$ cat config.mk
export PLATFORM = sky130hd
export DESIGN_NAME = div32_seq
export DESIGN_NICKNAME = d
export VERILOG_FILES = /design/src/rtl/div32_seq.sv
export SDC_FILE = /design/constraint.sdc
export NUM_CORES = 1
export LEC_CHECK = 0
export BUFFER_PORTS_ARGS = -buffer_cell sky130_fd_sc_hd__buf_2
export CAP_MARGIN = 30
export CORE_MARGIN = 3
export CORE_UTILIZATION = 29
export DETAILED_ROUTE_END_ITERATION = 7
export PLACE_DENSITY = 0.53
export SYNTH_ARGS = -nofsm -noshare
export SYNTH_HDL_FRONTEND = slang
export SYNTH_SLANG_ARGS = --single-unit
$ cat constraint.sdc
create_clock -name clk -period 6.3 [get_ports clk]
set_input_delay 1.26 -clock clk [delete_from_list [all_inputs] [get_ports clk]]
set_output_delay 1.26 -clock clk [all_outputs]
set_load 0.01 [all_outputs]
$ cat src/rtl/div32_seq.sv
// div32_seq: sequential signed 32-bit non-restoring divider, Z = {rem, quot}.
// Optional DIV_ZERO_FAST_EN: a zero divisor skips CALC and finishes in 2 cycles.
module div32_seq #(
    parameter int WIDTH = 32
) (
    input  logic               clk,
    input  logic               clr_n,
    input  logic               start,
    input  logic [WIDTH-1:0]   X,
    input  logic [WIDTH-1:0]   Y,
    output logic [2*WIDTH-1:0] Z,
    output logic               busy,
    output logic               done,
    output logic               div_zero
);

    localparam int CW = $clog2(WIDTH);

    typedef enum logic [1:0] {
        S_IDLE,
        S_CALC,
        S_FIX,
        S_DONE
    } state_t;

    state_t             state_q, state_d;
    logic [WIDTH-1:0]   x_q, x_d;
    logic [WIDTH-1:0]   y_q, y_d;
    logic               sx_q, sx_d;
    logic               sy_q, sy_d;
    logic [WIDTH-1:0]   a_q, a_d;
    logic [WIDTH-1:0]   b_q, b_d;
    logic [WIDTH:0]     p_q, p_d;
    logic [CW-1:0]      cnt_q, cnt_d;
    logic [2*WIDTH-1:0] z_q, z_d;
    logic               dz_q, dz_d;

    logic [WIDTH-1:0]   abs_x, abs_y;
    logic [WIDTH:0]     p_sh, p_add, p_sub, p_step, p_fix;
    logic [WIDTH-1:0]   quot, rem;

    // State and datapath registers; everything clears on reset.
    always_ff @(posedge clk or negedge clr_n) begin
        if (!clr_n) begin
            state_q <= S_IDLE;
            x_q     <= '0;
            y_q     <= '0;
            sx_q    <= 1'b0;
            sy_q    <= 1'b0;
            a_q     <= '0;
            b_q     <= '0;
            p_q     <= '0;
            cnt_q   <= '0;
            z_q     <= '0;
            dz_q    <= 1'b0;
        end else begin
            state_q <= state_d;
            x_q     <= x_d;
            y_q     <= y_d;
            sx_q    <= sx_d;
            sy_q    <= sy_d;
            a_q     <= a_d;
            b_q     <= b_d;
            p_q     <= p_d;
            cnt_q   <= cnt_d;
            z_q     <= z_d;
            dz_q    <= dz_d;
        end
    end

    // Next-state, one non-restoring step per CALC cycle, sign fix-up in FIX.
    always_comb begin
        state_d = state_q;
        x_d     = x_q;
        y_d     = y_q;
        sx_d    = sx_q;
        sy_d    = sy_q;
        a_d     = a_q;
        b_d     = b_q;
        p_d     = p_q;
        cnt_d   = cnt_q;
        z_d     = z_q;
        dz_d    = dz_q;

        abs_x  = X[WIDTH-1] ? -X : X;
        abs_y  = Y[WIDTH-1] ? -Y : Y;
        p_sh   = {p_q[WIDTH-1:0], a_q[WIDTH-1]};
        p_add  = p_sh + {1'b0, b_q};
        p_sub  = p_sh - {1'b0, b_q};
        p_step = p_q[WIDTH] ? p_add : p_sub;
        p_fix  = p_q[WIDTH] ? (p_q + {1'b0, b_q}) : p_q;
        quot   = (sx_q ^ sy_q) ? -a_q : a_q;
        rem    = sx_q ? -p_fix[WIDTH-1:0] : p_fix[WIDTH-1:0];

        unique case (state_q)
            S_IDLE, S_DONE: begin
                if (start) begin
                    x_d     = X;
                    y_d     = Y;
                    sx_d    = X[WIDTH-1];
                    sy_d    = Y[WIDTH-1];
                    a_d     = abs_x;
                    b_d     = abs_y;
                    p_d     = '0;
                    cnt_d   = '0;
                    state_d = S_CALC;
`ifdef DIV_ZERO_FAST_EN
                    if (Y == '0) state_d = S_FIX;
`endif
                end else begin
                    state_d = S_IDLE;
                end
            end
            S_CALC: begin
                p_d   = p_step;
                a_d   = {a_q[WIDTH-2:0], ~p_step[WIDTH]};
                cnt_d = cnt_q + 1'b1;
                if (cnt_q == CW'(WIDTH - 1)) state_d = S_FIX;
            end
            S_FIX: begin
                p_d     = p_fix;
                state_d = S_DONE;
                if (y_q == '0) begin
                    z_d  = {x_q, {WIDTH{1'b1}}};
                    dz_d = 1'b1;
                end else begin
                    z_d  = {rem, quot};
                    dz_d = 1'b0;
                end
            end
            default: state_d = S_IDLE;
        endcase
    end

    // Status decode from the current state.
    always_comb begin
        busy     = (state_q == S_CALC) || (state_q == S_FIX);
        done     = (state_q == S_DONE);
        Z        = z_q;
        div_zero = dz_q;
    end

endmodule

==> results of run 1 <==
## cell usage in the layout (no fill, tap or decap), types with 17 or more instances in the layout
| cell | instances |
|---|---|
| sky130_fd_sc_hd__or3_1 | 29 |
| sky130_fd_sc_hd__buf_2 | 132 |
| sky130_fd_sc_hd__a22oi_1 | 18 |
| sky130_fd_sc_hd__or4_1 | 17 |
| sky130_fd_sc_hd__nor2_1 | 166 |
| sky130_fd_sc_hd__xnor2_1 | 68 |
| sky130_fd_sc_hd__a31oi_1 | 22 |
| sky130_fd_sc_hd__a21o_1 | 33 |
| sky130_fd_sc_hd__nor2b_1 | 17 |
| sky130_fd_sc_hd__nor4_1 | 18 |
| sky130_fd_sc_hd__nor3_1 | 36 |
| sky130_fd_sc_hd__a21oi_1 | 164 |
| sky130_fd_sc_hd__and3_1 | 17 |
| sky130_fd_sc_hd__mux2_2 | 71 |
| sky130_fd_sc_hd__o31ai_1 | 38 |
| sky130_fd_sc_hd__dfrtp_1 | 231 |
| sky130_fd_sc_hd__buf_4 | 17 |
| sky130_fd_sc_hd__nand3_1 | 28 |
| sky130_fd_sc_hd__inv_1 | 30 |
| sky130_fd_sc_hd__nand2b_1 | 17 |
| sky130_fd_sc_hd__xor2_1 | 109 |
| sky130_fd_sc_hd__clkbuf_16 | 27 |
| sky130_fd_sc_hd__ha_1 | 73 |
| sky130_fd_sc_hd__o21ai_0 | 155 |
| sky130_fd_sc_hd__nand2_1 | 184 |
| sky130_fd_sc_hd__mux2i_1 | 31 |
## worst max-delay path, stage by stage (launching register included)
cell,delay [ns]
sky130_fd_sc_hd__dfrtp_1,0.42
sky130_fd_sc_hd__or3_1,0.39
sky130_fd_sc_hd__or2_2,0.32
sky130_fd_sc_hd__nor4_1,0.26
sky130_fd_sc_hd__nand2b_1,0.13
sky130_fd_sc_hd__or3_1,0.39
sky130_fd_sc_hd__nor4_1,0.61
sky130_fd_sc_hd__nor2_1,0.11
sky130_fd_sc_hd__xor2_1,0.17
sky130_fd_sc_hd__ha_1,0.34
sky130_fd_sc_hd__a21oi_1,0.31
sky130_fd_sc_hd__nand2_1,0.08
sky130_fd_sc_hd__o211ai_1,0.28
sky130_fd_sc_hd__o31ai_1,0.15
sky130_fd_sc_hd__o221ai_1,0.22
sky130_fd_sc_hd__xnor2_1,0.21
sky130_fd_sc_hd__mux2i_1,0.13
sky130_fd_sc_hd__a21oi_1,0.19
## logic make-up (layout without fill, tap and decap cells)
kind of cell / count (synthesis) / after routing
fa+ha+maj: 77 / 77
flops: 232 / 232
mux: 103 / 103
simple gates: 604 / 604
buf+inv: 124 / 231
compound gates: 558 / 558
xor+xnor: 178 / 178
other cells: 0 / 2
## synthesized netlist by cell type (12+ instances only)
cell type	n	area share [%]
sky130_fd_sc_hd__o21ai_0	155	4.7
sky130_fd_sc_hd__a21o_1	33	1.5
sky130_fd_sc_hd__clkbuf_1	73	1.7
sky130_fd_sc_hd__nor2_1	169	3.9
sky130_fd_sc_hd__xnor2_1	69	3.7
sky130_fd_sc_hd__a31oi_1	22	0.84
sky130_fd_sc_hd__nand4_1	15	0.57
sky130_fd_sc_hd__or4_1	17	0.77
sky130_fd_sc_hd__dfrtp_1	232	35
sky130_fd_sc_hd__nand3_1	28	0.85
sky130_fd_sc_hd__o21a_1	16	0.73
sky130_fd_sc_hd__inv_1	30	0.68
sky130_fd_sc_hd__mux2_2	71	4.9
sky130_fd_sc_hd__o31ai_1	38	1.7
sky130_fd_sc_hd__nor2b_1	17	0.65
sky130_fd_sc_hd__buf_1	12	0.27
sky130_fd_sc_hd__nor4_1	18	0.68
sky130_fd_sc_hd__or3_1	29	1.1
sky130_fd_sc_hd__mux2i_1	31	1.9
sky130_fd_sc_hd__nand2b_1	17	0.65
sky130_fd_sc_hd__a21oi_1	165	5.0
sky130_fd_sc_hd__nand2_1	185	4.2
sky130_fd_sc_hd__ha_1	75	5.7
sky130_fd_sc_hd__nor3_1	36	1.1
sky130_fd_sc_hd__a22oi_1	18	0.82
sky130_fd_sc_hd__and3_1	17	0.65
sky130_fd_sc_hd__xor2_1	109	5.8
sky130_fd_sc_hd__o221ai_1	12	0.64
## flip-flops by register name, indices dropped and copies added, names as in the netlist
register,cells
cnt_q,5
state_q,2
b_q,31
div_zero,1
Z,64
p_q,33
a_q,32
y_q,32
x_q,32
## final cells by class
class,instances,area (µm²),share of cell area [%]
clock inverter,10,125,0.663
antenna,2,5.00,0.0265
clock buffer,39,811,4.29
inverter,30,113,0.597
sequential,232,5810,30.8
tap,748,936,4.96
timing repair buffer,152,846,4.48
multi-input combinational,1520,10200,54.2
## per-layer routing
layer  share of wire [%]  vias up
met5                   0        -
met1                  50     6802
met3                 5.7       56
met4                 1.9        0
met2                  42      398
li1                    -     7012
## power groups by stage
stage,Sequential [µW],Clock [µW],Combinational (µW)
2_1_floorplan,2740,0,4310
3_3_place_gp,2930,0,5810
5_1_grt,3030,1730,6600
4_1_cts,2930,1680,5920
6_report,2930,1640,5910
3_5_place_dp,2950,0,5880
## metrics by stage
step,hold slack (ns),power [µW],cell area (µm²),std cells
final,0.484,10500,18900,2733
after global routing,0.504,11400,18900,2731
after CTS,0.490,10500,18900,2731
after detailed placement,0.476,8840,17900,2682
after global placement,0.469,8730,17900,2680
after floorplan,0.450,7050,16500,1876
## worst max path at each step
stage                              from             endpoint  slack, ns
floorplan           p_q[32]$_DFFE_PN0P_  p_q[28]$_DFFE_PN0P_       1.51
global placement    b_q[13]$_DFFE_PN0P_  p_q[28]$_DFFE_PN0P_       1.61
detailed placement  b_q[13]$_DFFE_PN0P_   a_q[0]$_DFFE_PN0P_       1.46
CTS                 b_q[13]$_DFFE_PN0P_   a_q[0]$_DFFE_PN0P_       1.44
global route        b_q[13]$_DFFE_PN0P_   a_q[0]$_DFFE_PN0P_       1.15
finish              b_q[13]$_DFFE_PN0P_   a_q[0]$_DFFE_PN0P_       1.48
==> metrics list, run 1 <==
- First-pass GRT wire length: 78400 µm
* Detail-routed via count per cell: 5.22
- Cells fill 33.9% of the core in the end.
* Num ports: 134
* GR peak layer: met2
* LEAKAGE: 0.00817 µW
- For this block, the via count after detailed routing is 14300.
- Clock H-tree levels: 1
* Filler instances: 5801
- Among all flip-flop cells after synthesis, the most frequent one is sky130_fd_sc_hd__dfrtp_1.
- In the global route stage, met3 resource usage came out at 2.29%.
- The run finished with clean final reports.
- The internal power of the cells totals 5580 µW.
* Vias in the first global route: 13700
- Row cnt: 86
* Required arrival time at the worst endpoint: 6.77 ns
- The worst path needs 4.82 ns of the cycle, external delays included.
- Synthesis inferred 232 register bits.
- Total Neg Setup Slack: 0 ns
- Initial antenna violation count: 1
- After synthesis the cells add up to 16500 µm².
- The worst setup path is captured at a flip-flop.
* Insertion delay to the later sink of the worst-skew pair: 0.57 ns
- The die covers 59700 µm².
* Simple-gate share of the synthesized area: 18.1%
- Quantity of gates resized following cts: 0
* Final nets: 2107
- Maximum Capacitance Violations: 0
- R2R Path Start: b_q[13]$_DFFE_PN0P_
* Clock slew at reported path FFs: 0.06 ns
- FFs w/ async S/R, synth: 100%
* Net switching fraction of the power: 46.7%
- Cells with a size suffix above 1 make up 16.5% of the layout.
- Share of the synthesized netlist area taken by xor and xnor gates: 9.47%
- VDD IR-drop max: 0.283 mV
- Final cycle utilization of the critical path: 76.4%
- Number of max-slew violations in the final report: 0
* DRC violation count after routing: 0
* Sequential cell area fraction in the yosys report: 35.3%
- Wires add up to 49900 µm.
- In the post-route analysis, the smallest setup slack over all paths is 1.48 ns.
- Sequential cells account for 28.0% of the total power.
- TritonCTS built the clock tree.
- CTS sink count: 232
- In this run the power density over the cells is 555 nW/µm².
- DRC violation total after the first TritonRoute iteration: 889
* Met2 Resource Use GR: 24.8%
* Clock skew after layout: 0.0202 ns
- Hold violation count in the final report: 0
- Biggest fanout along the worst timing path: 5
- First-pass detailed-route iteration total: 6
* Switching component of the power: 4890 µW
* Main combinational cell family by area after synthesis: compound AO/OA/AOI/OAI gates
* Startpoint of the most critical hold path: Z[62]$_DFFE_PN0P_
- The congestion estimate from routability-driven global placement came to 0.951.
- The critical path is of the flip-flop to flip-flop type.
- Die outline height: 244 µm
- Portion of total power attributed to the clock network: 15.6%
* Reg2Reg Setup Slack: 1.48 ns
- Input/output buffers: 133
- Once the floorplan was initialized, standard cells occupied 29.6% of the core.
* Pin count of the biggest net entering global routing: 118
- Synthesis produced a netlist with a net count of 2020.
- GR Util met1: 24.7%
- Proportion of synthesized area in mux cells: 6.82%
- OpenSTA, run right after detailed placement, puts the worst setup slack at 1.46 ns.
- At the pin with the least slew margin, the transition time is 1.02 ns.
- Yosys printed 0 warnings.
- Total overflow reported by the global router: 0
* Syn_area_per_cell: 8.78 µm²
- Summing the areas of all compound-gate instances in the mapped netlist gives 21.5% of the synthesized area.
* Hold_buf cts: 0
- The endpoint identified for the worst register-to-register timing path is a_q[0]$_DFFE_PN0P_.
- The share of total power dissipated in combinational logic is 56.4%.
* Root buf cell: sky130_fd_sc_hd__clkbuf_16
- Global routing consumed, over all layers together, 16.4% of the routing resources.
- STA classifies the critical path startpoint as a flip-flop.
- Core region area: 55600 µm²
* Post-synthesis adder-cell area fraction: 5.94%
- Worst endpoint data arrival time: 5.28 ns
- Final setup violating endpoints: 0
- The netlist uses 88 different library cells.
- Number of enable flip-flop cells after synthesis: 0
* WL per Instance: 18.2 µm
- FF-to-FF path depth: 17
- In this run the worst hold path is classified as flip-flop to flip-flop.
- Timing would allow up to 208 MHz.
- Setup repair after global routing missed its margin: false
- Post-DP HPWL: 38300 µm
- Headroom to the max-slew limit came out at 32.1%.
- Syn-to-layout area delta: 14.6%
* Number of setup buffers added after CTS: 0
- Clock tree synthesis inserted a total of 27 buffers.
- The floorplan step set the die width to 244 µm.
- The worst hold path was traced through 2 stages.
- Post-detailed-route count of antenna-violating nets: 0
- Cell count after synthesis: 1876
- The worst hold path terminates at Z[62]$_DFFE_PN0P_.
- No sink is reached through more buffers than the 3 on the longest clock path.
(Power assumes the default switching activity.)
==> inputs of run 2 (changes only) <==
- ABC_AREA: unset -> 1
- PLACE_DENSITY: 0.53 -> 0.52
- clock period: 6.3 -> 4.5 ns (I/O delays scaled with it)
==> metrics list, run 2 <==
- Outcome: finished, final reports clean
- Hold violation count in the final report: 0 (unchanged)
- Hold_buf cts: 0 (unchanged)
* Total Neg Setup Slack: 0 ns (unchanged)
- Chip width: 252 µm (+3.3%)
* Total overflow reported by the global router: 0 (unchanged)
- Syn. warnings: 0 (unchanged)
- The core occupancy in the finished layout is 33.9% (about the same).
- The worst hold path belongs to the class input port to asynchronous set/reset pin.
- Input/output buffers: 133 (unchanged)
* Worst Setup Start Kind: flip-flop
* Post-synthesis cell type count: 57 (-35%)
- The number of nets still failing antenna checks after routing came to 0 (unchanged).
- The worst register-to-register path begins at b_q[1]$_DFFE_PN0P_.
- For this design, the slowest cell found on the critical path is sky130_fd_sc_hd__dfrtp_1.
* Pwr dens: 761 nW/µm² (+37%)
- Vias in the first global route: 17400 (+28%)
- Netlist area before placement: 17600 µm² (+6.9%)
- The area used by multi-input combinational logic is 10200 µm² (-0.32%).
- The post-DP HPWL was 50900 µm (+33%).
* Maximum buffer depth of the clock tree: 3 (unchanged)
- The library cell used most frequently in the layout, excluding fill and tap cells, is sky130_fd_sc_hd__nand2_1.
- Critical-path cell list: inv_1, ha_1, nand2_1, nor3_2, nand3_1, nor2_1, nand2_1, nor2_1, nand2_1, o21ai_0, xor2_1, ha_1, nand2_1, nor2_1, nor2_1, o21ai_0, a221oi_1, and2_1, nand2_1, nand3_1, nand2_1, nand2_1, o21ai_1
- The endpoint required time on the critical path was 4.92 ns (-1.85 ns).
* Final worst path period need: 3.90 ns (-0.919 ns)
* Setup repair after global routing missed its margin: false
- Final setup violating endpoints: 0 (unchanged)
- Pin count of the biggest net entering global routing: 94 (-20%)
* Antenna Diode Count: 0 (-2)
- The highest ir drop seen on vdd was 0.419 mV (+48%).
- GRT Overall Usage: 19.9% (+3.5 points)
- TritonCTS built the clock tree.
* Worst endpoint data arrival time: 4.32 ns (-0.96 ns)
* Number of max-slew violations in the final report: 0 (unchanged)
- Synth area leaders: sky130_fd_sc_hd__dfrtp_1, sky130_fd_sc_hd__nand2_1, sky130_fd_sc_hd__inv_1
- Timing startpoint of the critical path: b_q[1]$_DFFE_PN0P_
* Layout cell share with drive strength beyond 1: 11.8% (-4.7 points)
- Among the stages of the critical path, the cell type that occurs most often is sky130_fd_sc_hd__nand2_1.
- Final cycle utilization of the critical path: 86.6% (+10 points)
* Total clock buffers created by CTS: 28 (+3.7%)
* Mapped Nets: 2745 (+36%)
- The worst-skew pair later-pin latency is 0.58 ns (about the same).
- FFs w/ async S/R, synth: 100% (unchanged)
- Most used cells in the layout excluding fill and tap cells: sky130_fd_sc_hd__nand2_1, sky130_fd_sc_hd__inv_1, sky130_fd_sc_hd__nand3_1
* Filler instances: 6409 (+10%)
- The register area share after synthesis is 33.0% (-2.3 points).
- The initial antenna violation count came to 0 (-1).
- CP endpoint kind: flip-flop
* Total vias in the final route: 17900 (+25%)
* Dominant cell type by area after synthesis: sky130_fd_sc_hd__dfrtp_1
* Clock skew after layout: 0.0110 ns (-0.00920 ns)
* Routed wire length: 64000 µm (+28%)
- Synth cell count leaders: sky130_fd_sc_hd__nand2_1, sky130_fd_sc_hd__inv_1, sky130_fd_sc_hd__nand3_1
- Number of setup buffers added after CTS: 0 (unchanged)
- Path type of the worst setup path: flip-flop to flip-flop
- Die outline height: 252 µm (+3.3%)
- The via density per instance was 5.12 (-2.0%).
- Root buf cell: sky130_fd_sc_hd__clkbuf_16
- The proportion of netlist area held by the largest area contributor came to 33.0% (-2.3 points).
- The number of optimization iterations in the first detailed-route pass came to 5 (-1).
- The post-CTS resize count was 0 (unchanged).
* Area occupied by registers: 5810 µm² (unchanged)
- The clock transition at the registers of the reported paths came to 0.06 ns (about the same).
- Number of enable flip-flop cells after synthesis: 0 (unchanged)
- Measured slew at the worst slew-check pin: 0.880 ns (-0.137 ns)
- Syn_area_per_cell: 6.77 µm² (-23%)
- Die area: 63700 µm² (+6.7%)
- Core region area: 59600 µm² (+7.1%)
- The count of routing violations after the opening detailed-route iteration was 1315 (+48%).
- Crit path largest cell delay: 0.40 ns (-0.21 ns)
* Most used DFF post-synth: sky130_fd_sc_hd__dfrtp_1
- DRC violation count after routing: 0 (unchanged)
- Fmax achieved: 257 MHz (+24%)
* Worst slew margin: 41.2% (+9.1 points)
* Maximum Capacitance Violations: 0 (unchanged)
- The count of mapped cells out of synthesis came to 2601 (+39%).
- The wire length of the first global-routing pass is 101000 µm (+29%).
* Row cnt: 89 (+3.5%)
* Global placement routability congestion: 0.952 (about the same)
- The critical-path maximum fanout was 5 (unchanged).
- In the post-synthesis netlist, the cell with the most instances is sky130_fd_sc_hd__nand2_1.
- Num ports: 134 (unchanged)
* Max FFs per register: 64 (unchanged)
- WL per Instance: 18.3 µm (+0.31%)
- The initial core utilization is 29.6% (-0.047 points).
- The total number of nets in the final design is 2849 (+35%).
* Clock H-tree levels: 1 (unchanged)
- Reg2Reg Setup Slack: 0.60 ns (-0.88 ns)
* Syn-to-layout area delta: 14.7% (about the same)
* Number of synthesized register bits: 232 (unchanged)
* CTS sink count: 232 (unchanged)
* LEAKAGE: 0.0103 µW (+26%)
[run 2: cell types whose count changed in the layout (fill, tap and decap cells not counted), moves of 32 or more]
cell                      delta
sky130_fd_sc_hd__inv_1     +287
sky130_fd_sc_hd__a21oi_1    -32
sky130_fd_sc_hd__nor2_1     +32
sky130_fd_sc_hd__mux2_2     -71
sky130_fd_sc_hd__xor2_1     -48
sky130_fd_sc_hd__nand3_1   +207
sky130_fd_sc_hd__o31ai_1    -32
sky130_fd_sc_hd__nand2_1   +543
sky130_fd_sc_hd__xnor2_1    -54
[run 2: area by class of cell]
cell class                 instances  share of cell area [%]
clock inverter                    12                    1.11
sequential                       232                    28.7
inverter                         337                    6.26
multi-input combinational       1947                    50.5
clock buffer                      38                    3.95
tap                              773                    4.79
timing repair buffer             159                    4.63
[run 2: final timing paths]
kind                                        to  cells past startpoint
min in group clk           y_q[28]$_DFFE_PN0P_                      2
max in group asynchronous    Z[58]$_DFFE_PN0P_                      2
min                          Z[27]$_DFFE_PN0P_                      1
max                        p_q[32]$_DFFE_PN0P_                     23
min reg2reg                y_q[28]$_DFFE_PN0P_                      2
max reg2reg                p_q[32]$_DFFE_PN0P_                     23
[run 2: through the flow]
step	hold slack (ns)	power (µW)	std cells	worst slack, ns	instance area, µm²
floorplan	0.448	9890	2601	0.938	17600
global placement	0.460	12600	3446	0.663	19100
detailed placement	0.466	12800	3448	0.642	19200
CTS	0.374	15400	3498	0.639	20200
global route	0.381	16700	3498	0.177	20200
finish	0.332	15400	3498	0.603	20200
[run 2: cells by family after synthesis]
kind of cell | Yosys count | share of synthesized area, %
and+or+nand+nor | 1333 | 33.0
AOI/OAI and AO/OA | 460 | 15.4
buffers and inverters | 422 | 9.22
DFF | 232 | 33.0
adders and majority gates | 77 | 5.56
xor gates and xnor gates | 75 | 3.73
muxes | 2 | 0.135
[run 2: metal layers]
metal / track usage [%] / share of wire, %
met1: 28.6 / 48
met2: 31.9 / 45
met3: 1.93 / 4.8
met4: 5.11 / 2.5
met5: 0 / 0
[run 2: power by group]
part	switching [µW]	total (µW)	internal, µW
combinational	5880	8820	2940
sequential	987	4030	3050
clock	952	2530	1580
total	7820	15400	7560
[run 2: worst max-delay path: cells and delay by family (launching register included)]
kind / cells / cell delay (ns)
xor+xnor: 1 / 0.19
fa+ha+maj: 2 / 0.50
simple gates: 15 / 1.94
buf+inv: 1 / 0.16
compound gates: 4 / 0.57
flops: 1 / 0.40
